<file path="src/rtl/fifo_pkg.sv">
// fifo_pkg: shared defaults, pointer types and Gray-code helpers for both FIFO sides.
package fifo_pkg;
  localparam int DATA_W_DEF = 32;
  localparam int ADDR_W_DEF = 11;
  typedef logic [ADDR_W_DEF:0] ptr_t;
  typedef logic [31:0] wide_t;
  function automatic wide_t bin2gray(input wide_t b);
    return b ^ (b >> 1);
  endfunction
  function automatic wide_t gray2bin(input wide_t g);
    wide_t b;
    b[31] = g[31];
    for (int i = 30; i >= 0; i--) b[i] = b[i+1] ^ g[i];
    return b;
  endfunction
endpackage

</file>
<file path="src/rtl/sync_bus.sv">
// sync_bus: plain flop chain for a Gray-coded bus crossing into this clock domain.
module sync_bus #(
  parameter int W = 8,
  parameter int STAGES = 2
) (
  input  logic         clk,
  input  logic         resetn,
  input  logic [W-1:0] d,
  output logic [W-1:0] q
);
  logic [W-1:0] stg [STAGES];
  always_ff @(posedge clk) begin
    if (!resetn) begin
      for (int i = 0; i < STAGES; i++) stg[i] <= '0;
    end else begin
      stg[0] <= d;
      for (int i = 1; i < STAGES; i++) stg[i] <= stg[i-1];
    end
  end
  assign q = stg[STAGES-1];
endmodule

</file>
<file path="src/rtl/fifo_read_ctrl.sv">
// fifo_read_ctrl: read-domain pointer, empty/level, memory fetch and 2-entry output buffer.
module fifo_read_ctrl
  import fifo_pkg::*;
#(
  parameter int DATA_W = DATA_W_DEF,
  parameter int ADDR_W = ADDR_W_DEF,
  parameter int SYNC_STAGES = 2
) (
  input  logic              r_clk,
  input  logic              resetn,
  input  logic [ADDR_W:0]   w_ptr_gray,
  output logic [ADDR_W:0]   r_ptr_gray,
  output logic              ram_r_en,
  output logic [ADDR_W-1:0] ram_r_adrs,
  input  logic [DATA_W-1:0] ram_r_data,
  output logic              m_valid,
  input  logic              m_ready,
  output logic [DATA_W-1:0] m_data,
  output logic              empty,
  output logic [ADDR_W:0]   r_level
);
  localparam int PW = ADDR_W + 1;
  logic [PW-1:0] r_ptr_bin, r_ptr_nxt, w_sync;
  logic [DATA_W-1:0] slot0, slot1;
  logic [1:0] buf_count;
  logic [2:0] occ;
  logic inflight, pop;
  sync_bus #(.W(PW), .STAGES(SYNC_STAGES)) u_sync (
    .clk(r_clk),
    .resetn(resetn),
    .d(w_ptr_gray),
    .q(w_sync)
  );
  // An in-flight word is presented straight from the memory when the buffer is empty.
  always_comb begin
    occ = {1'b0, buf_count} + {2'b00, inflight};
    m_valid = (buf_count != 2'd0) | inflight;
    m_data = (buf_count == 2'd0 && inflight) ? ram_r_data : slot0;
    pop = m_valid & m_ready;
    empty = r_ptr_gray == w_sync;
    r_level = PW'(gray2bin(wide_t'(w_sync))) - r_ptr_bin;
    ram_r_en = !empty && (occ < 3'd2 + {2'b00, pop});
    ram_r_adrs = r_ptr_bin[ADDR_W-1:0];
    r_ptr_nxt = r_ptr_bin + 1'b1;
  end
  always_ff @(posedge r_clk) begin
    if (!resetn) begin
      r_ptr_bin <= '0;
      r_ptr_gray <= '0;
      inflight <= 1'b0;
      buf_count <= 2'd0;
      slot0 <= '0;
      slot1 <= '0;
    end else begin
      inflight <= ram_r_en;
      if (ram_r_en) begin
        r_ptr_bin <= r_ptr_nxt;
        r_ptr_gray <= PW'(bin2gray(wide_t'(r_ptr_nxt)));
      end
      buf_count <= buf_count + {1'b0, inflight} - {1'b0, pop};
      if (pop && buf_count != 2'd0)
        slot0 <= (inflight && buf_count == 2'd1) ? ram_r_data : slot1;
      else if (inflight && !pop && buf_count == 2'd0)
        slot0 <= ram_r_data;
      if (inflight && !pop && buf_count == 2'd1)
        slot1 <= ram_r_data;
    end
  end
endmodule

</file>
<file path="config.mk">
export PLATFORM = sky130hd
export DESIGN_NAME = fifo_read_ctrl
export DESIGN_NICKNAME = d
export VERILOG_FILES = /design/src/rtl/fifo_pkg.sv /design/src/rtl/sync_bus.sv /design/src/rtl/fifo_read_ctrl.sv
export SDC_FILE = /design/constraint.sdc
export NUM_CORES = 1
export LEC_CHECK = 0
export BUFFER_PORTS_ARGS = -buffer_cell sky130_fd_sc_hd__buf_2
export CAP_MARGIN = 0
export CORE_AREA = 4 4 143 179
export DETAILED_ROUTE_END_ITERATION = 6
export DIE_AREA = 0 0 147 183
export PLACE_DENSITY = 0.46
export SYNTH_ARGS = -nofsm -noshare
export SYNTH_HDL_FRONTEND = slang
export SYNTH_SLANG_ARGS = --single-unit
</file>
<file path="constraint.sdc">
create_clock -name r_clk -period 11.4 [get_ports r_clk]
set_input_delay 1.71 -clock r_clk [delete_from_list [all_inputs] [get_ports r_clk]]
set_output_delay 1.71 -clock r_clk [all_outputs]
set_load 0.03 [all_outputs]
</file>
==> metrics.txt, run 1 <==
outcome complete, no violations; Final Slew Violations 0; ANT cells 0; DP HPWL 9.83 mm; post-route ant nets 0; final WL 14.5 mm; setup violators final 0; Placeable Area 23700 sq um; WHS Path Cells 1; fraction of registers with async set/reset 0%; antenna violations before repair 1; DRT Pass-1 Iters 4; RSZ-0062 raised after global routing false; flop-to-flop setup slack 8440 ps; Setup CP Type reg2out; Remaining Overflow, GRT 0; EDFF count, synth 0; worst vdd ir 101 uV; die area 26900 sq um; Worst-path clk slew 60 ps; FP Rows 63; Worst Skew 12.3 ps; vias after detailed routing 4535; routed vias/inst 4.21; Final Cycle Share 56.3%; Slew headroom 29.6%; Worst R2R Path Depth 8; worst hold start u_sync.stg[0][9]$_SDFF_PN0_; clock insertion delay at the later pin of the skew report 410 ps; Design Area, Final 7440 sq um; # IOs 117; Syn Inst Count 636; Max clock buf depth 2; gpl congestion 0.734; Initial Utilization 24.8%; Slew @ Worst Pin 1060 ps; DR iter-0 viols 146; hold path endpoint u_sync.stg[0][21]$_SDFF_PN0_; final cell count without fillers 1076; FF+latch count, synth 114; placed cells 1044; Startpoint Class register; Crit. Startpoint u_sync.stg[0][23]$_SDFF_PN0_; xor/xnor cell area share of the yosys netlist 10.3%; Clock Power Share 29.2%; dpl cell area 6810 sq um; sw power 791 uW; sequential share of power 27.1%; share of cells above drive strength 1 26.6%; Maximum Capacitance Violations 0; Synth Area in Simple Gates 16.7%; worst-path fanout max 4; number of distinct library cells after synthesis 44; Hold Path Class reg2reg; CTS root buffer clkbuf_16; Final Util 31.4%; CP Data Required Time 9690 ps; FF-to-FF Start r_ptr_bin[1]$_SDFFE_PN0P_; Resize count post-CTS 0; postcts setup bufs 0; hold_buf cts 0; reg2reg end r_ptr_gray[8]$_SDFFE_PN0P_; setup TNS 0 ps; dominant synthesized flop cell dfxtp_1; CP Capture Type primary output; area grow syn2layout 26.6%; Die X 147 microns; Nets 802; Pleak 0.00363 uW; overall global routing resource usage 11.1%; CP Data Arrival Time 4710 ps; Filler Cell Count 2509; CTS tree built; CTS Buf Count 17; clock sink count 114; synthesized area per cell 9.24 sq um; Synth Area in Compound Gates 13.7%; Synth Area in Adders 3.75%; mux contribution to synthesized area 12.6%; chip height 183 microns; residual DRC count 0; vias in the first global route 4637; Fin. Hold Viols 0; drt wl/cell 13.4 microns; largest family of logic cells by synthesized area simple AND/OR/NAND/NOR gates; internal power 1170 uW; Sw Ratio 40.4%; Min Clock Period, post-route 6420 ps; Logic pwr share 43.7%; H-tree depth 4; synthesized area 5880 sq um; port bufs 116; Fmax 156 MHz; Syn. warnings 0; sequential-to-total area share from yosys stat 38.8%; global-route wire length before repair 24.2 mm; pwr dens 263 nW/um^2; Mapped Nets 700; largest net degree at the start of global routing 115
## layer usage
metal  part of all wire, %  track usage (%)  vias to the layer above
met2                    48             19.1                       80
met4                   1.3             3.77                        2
met1                    47             13.7                     2094
li1                      -                -                     2349
met3                   3.8             2.69                       10
met5                 0.048                0                        -
## flip-flops by register name, summed over array words and instances, names as in the netlist
register,cells
slot0,32
slot1,32
u_sync.stg,24
r_ptr_gray,12
r_ptr_bin,11
buf_count,2
inflight,1
## power groups by stage
stage,logic [uW],registers [uW],clock network [uW]
after CTS,874,532,594
after global routing,945,543,611
after global placement,869,541,0
after floorplan,625,554,0
final,856,530,572
after detailed placement,872,540,0
## per-stage QoR
| step | total power [uW] | setup WS, ps | hold slack [ps] |
|---|---|---|---|
| after floorplan | 1180 | 5090 | 412 |
| after global placement | 1410 | 5380 | 414 |
| after detailed placement | 1410 | 5310 | 424 |
| after CTS | 2000 | 4870 | 437 |
| after global routing | 2100 | 4380 | 453 |
| final | 1960 | 4980 | 433 |
## cells in the mapped netlist (all sizes together) (7+ instances only)
cell | count | area share, %
xnor2 | 48 | 7.8
clkbuf | 40 | 2.6
o211a | 39 | 6.6
mux2 | 33 | 6.3
xor2 | 13 | 2.1
and2 | 40 | 4.3
dfxtp | 114 | 39
nand2 | 122 | 7.8
nor2b | 8 | 0.85
inv | 24 | 1.5
nor2 | 13 | 0.83
nand4 | 8 | 0.85
o21ai | 7 | 0.60
mux2i | 37 | 6.3
ha | 16 | 3.4
a21boi | 35 | 4.5
## cell usage in the layout (no fill, tap or decap), types with 3 or more instances in the layout
master and instances:
mux2i_1 37, clkinvlp_4 3, and3_1 4, clkbuf_16 17, xor2_1 12, inv_1 24, ha_1 16, mux2_2 33
buf_2 116, xnor2_1 43, o21ai_0 6, nand2_1 122, nand3_1 4, bufinv_16 4, clkinv_4 3, nor2b_1 8
nand4_1 8, buf_4 8, a21boi_0 35, nor3_1 5, o211a_1 39, dfxtp_1 114, nor2_1 13, and2_1 39
xnor2_2 5
## area by class of cell
cell class	instances	area [sq um]	area share [%]
Multi-Input combinational cell	457	3390	45.5
Sequential cell	114	2280	30.7
Timing Repair Buffer	124	641	8.61
Clock buffer	17	425	5.72
Tap cell	325	407	5.46
Clock inverter	15	208	2.79
Inverter	24	90.1	1.21
## logic make-up (layout without fill, tap and decap cells)
kind of cell | after synthesis | count (layout)
AND/OR/NAND/NOR | 212 | 212
AO/OA/AOI/OAI | 96 | 96
buffers and inverters | 65 | 180
multiplexers | 70 | 70
flip-flops | 114 | 114
XOR/XNOR | 62 | 62
adder cells (fa/ha/maj) | 17 | 17
## critical path, stage by stage, from the launching register on
cell      delay, ps
dfxtp_1         380
xor3_2          500
xor2_2          180
xnor2_2         160
xnor2_2         160
xnor2_2         320
xnor2_2         160
xnor2_2         230
xor2_1          170
ha_1            190
fa_1            210
nor2b_1          50
o21ai_0         200
a21boi_0        150
o21ai_0         220
a21oi_1         120
o21ai_0         220
nand2_1         110
o311ai_0        300
buf_2           250
## how the worst max path moves through the flow
stage                        to  slack [ps]  cells after the start
floorplan           r_level[10]        5090                     18
detailed placement  r_level[10]        5310                     19
finish              r_level[10]        4980                     19
CTS                 r_level[10]        4870                     19
global route        r_level[10]        4380                     19
global placement    r_level[10]        5380                     19
No activity file was read; power rests on OpenSTA's default activity.
==> run 2: changes to the inputs <==
clock period = 6.6 ns   (was 11.4 ns; I/O delays follow)
==> metrics.txt, run 2 (synthesis results as in run 1) <==
Startpoint Class register; setup TNS 0 ps; FP Rows 63; # IOs 117; Maximum Capacitance Violations 0; CP endpoint r_level[10]; Die X 147 microns; Slew @ Worst Pin 1050 ps; post-route ant nets 0; Worst R2R Path Depth 8; setup violators final 0; CP Capture Type primary output; worst vdd ir 180 uV; CTS Buf Count 17; CTS tree built; pwr dens 453 nW/um^2; CTS root buffer clkbuf_16; die area 26900 sq um; DRT Pass-1 Iters 5; antenna violations before repair 1; clock sink count 114; Remaining Overflow, GRT 0; commonest non-fill, non-tap cell in the layout nand2_1; Fin. Hold Viols 0; Worst Skew 11.1 ps; FF-to-FF Start r_ptr_bin[1]$_SDFFE_PN0P_; share of cells above drive strength 1 26.5%; Placeable Area 23700 sq um; largest net degree at the start of global routing 115; Slew headroom 30.1%; flop-to-flop setup slack 3700 ps; reg2reg end r_ptr_gray[8]$_SDFFE_PN0P_; WHS Path Cells 1; Worst-path clk slew 60 ps; CP Data Required Time 5610 ps; global-route wire length before repair 24.4 mm; DP HPWL 9.87 mm; Initial Utilization 24.8%; port bufs 116; Top Registers slot0 x32, slot1 x32, u_sync.stg x24; outcome complete, no violations; ANT cells 0; RSZ-0062 raised after global routing false; residual DRC count 0; vias after detailed routing 4608; Nets 802; Final Cycle Share 87.0%; Pleak 0.00362 uW; worst-path fanout max 4; overall global routing resource usage 11.2%; most frequent cells in the layout 122 x nand2_1, 116 x buf_2, 114 x dfxtp_1; final WL 14.6 mm; DR iter-0 viols 159; Hold Path Class reg2reg; clock insertion delay at the later pin of the skew report 410 ps; Crit. Startpoint u_sync.stg[0][23]$_SDFF_PN0_; vias in the first global route 4826; routed vias/inst 4.28; Resize count post-CTS 0; setup slack after placement 1180 ps; total power 3360 uW; Max clock buf depth 2; gpl congestion 0.737; drt wl/cell 13.6 microns; Min Clock Period, post-route 5740 ps; final worst slack 857 ps; hold_buf cts 0; Filler Cell Count 2494; CP Data Arrival Time 4750 ps; Setup CP Type reg2out; chip height 183 microns; Final Slew Violations 0; Fmax 174 MHz; H-tree depth 4; postcts setup bufs 0; area grow syn2layout 26.3%
run 2: area by class of cell:
type,count,area [sq um],area share [%]
multi-input combinational,457,3390,45.6
sequential,114,2280,30.7
timing repair buffer,124,641,8.63
clock buffer,19,443,5.97
tap,325,407,5.48
clock inverter,13,174,2.34
inverter,24,90.1,1.21
run 2: metal layers:
metal	up-vias	track usage (%)	wire (microns)
met5	-	0	12
met1	2147	13.4	6840
li1	2364	-	-
met4	2	4.36	223
met3	15	2.52	509
met2	80	19.6	7050
run 2: power by group:
| group | leakage (uW) | switching, uW | total [uW] | internal [uW] |
|---|---|---|---|---|
| clock network | 0.000291 | 358 | 969 | 610 |
| logic | 0.00239 | 916 | 1480 | 562 |
| registers | 0.000934 | 97.9 | 916 | 818 |
run 2: worst min-delay path by stage:
stage / from / end
6_report: u_sync.stg[0][0]$_SDFF_PN0_ / u_sync.stg[0][12]$_SDFF_PN0_
5_1_grt: u_sync.stg[0][0]$_SDFF_PN0_ / u_sync.stg[0][12]$_SDFF_PN0_
4_1_cts: u_sync.stg[0][9]$_SDFF_PN0_ / u_sync.stg[0][21]$_SDFF_PN0_
3_5_place_dp: u_sync.stg[0][0]$_SDFF_PN0_ / u_sync.stg[0][12]$_SDFF_PN0_
3_3_place_gp: u_sync.stg[0][3]$_SDFF_PN0_ / u_sync.stg[0][15]$_SDFF_PN0_
2_1_floorplan: u_sync.stg[0][0]$_SDFF_PN0_ / u_sync.stg[0][12]$_SDFF_PN0_
run 2: per-stage QoR:
stage | hold WS (ps) | instances | instance area [sq um] | util (%)
6_report | 432 | 1076 | 7420 | 31.3
5_1_grt | 453 | 1076 | 7420 | 31.3
4_1_cts | 437 | 1076 | 7420 | 31.3
3_5_place_dp | 425 | 1044 | 6810 | 28.7
3_3_place_gp | 414 | 1044 | 6810 | 28.7
2_1_floorplan | 412 | 636 | 5880 | -
run 2: critical path: stages, from the launching register on:
cell      delay [ps]
dfxtp_1          380
xor3_2           500
xor2_2           190
xnor2_2          160
xnor2_2          170
xnor2_2          310
xnor2_2          150
xnor2_2          230
xor2_1           180
ha_1             200
fa_1             210
nor2b_1           50
o21ai_0          220
a21boi_0         160
o21ai_0          210
a21oi_1          120
o21ai_0          230
nand2_1          120
o311ai_0         300
buf_2            250
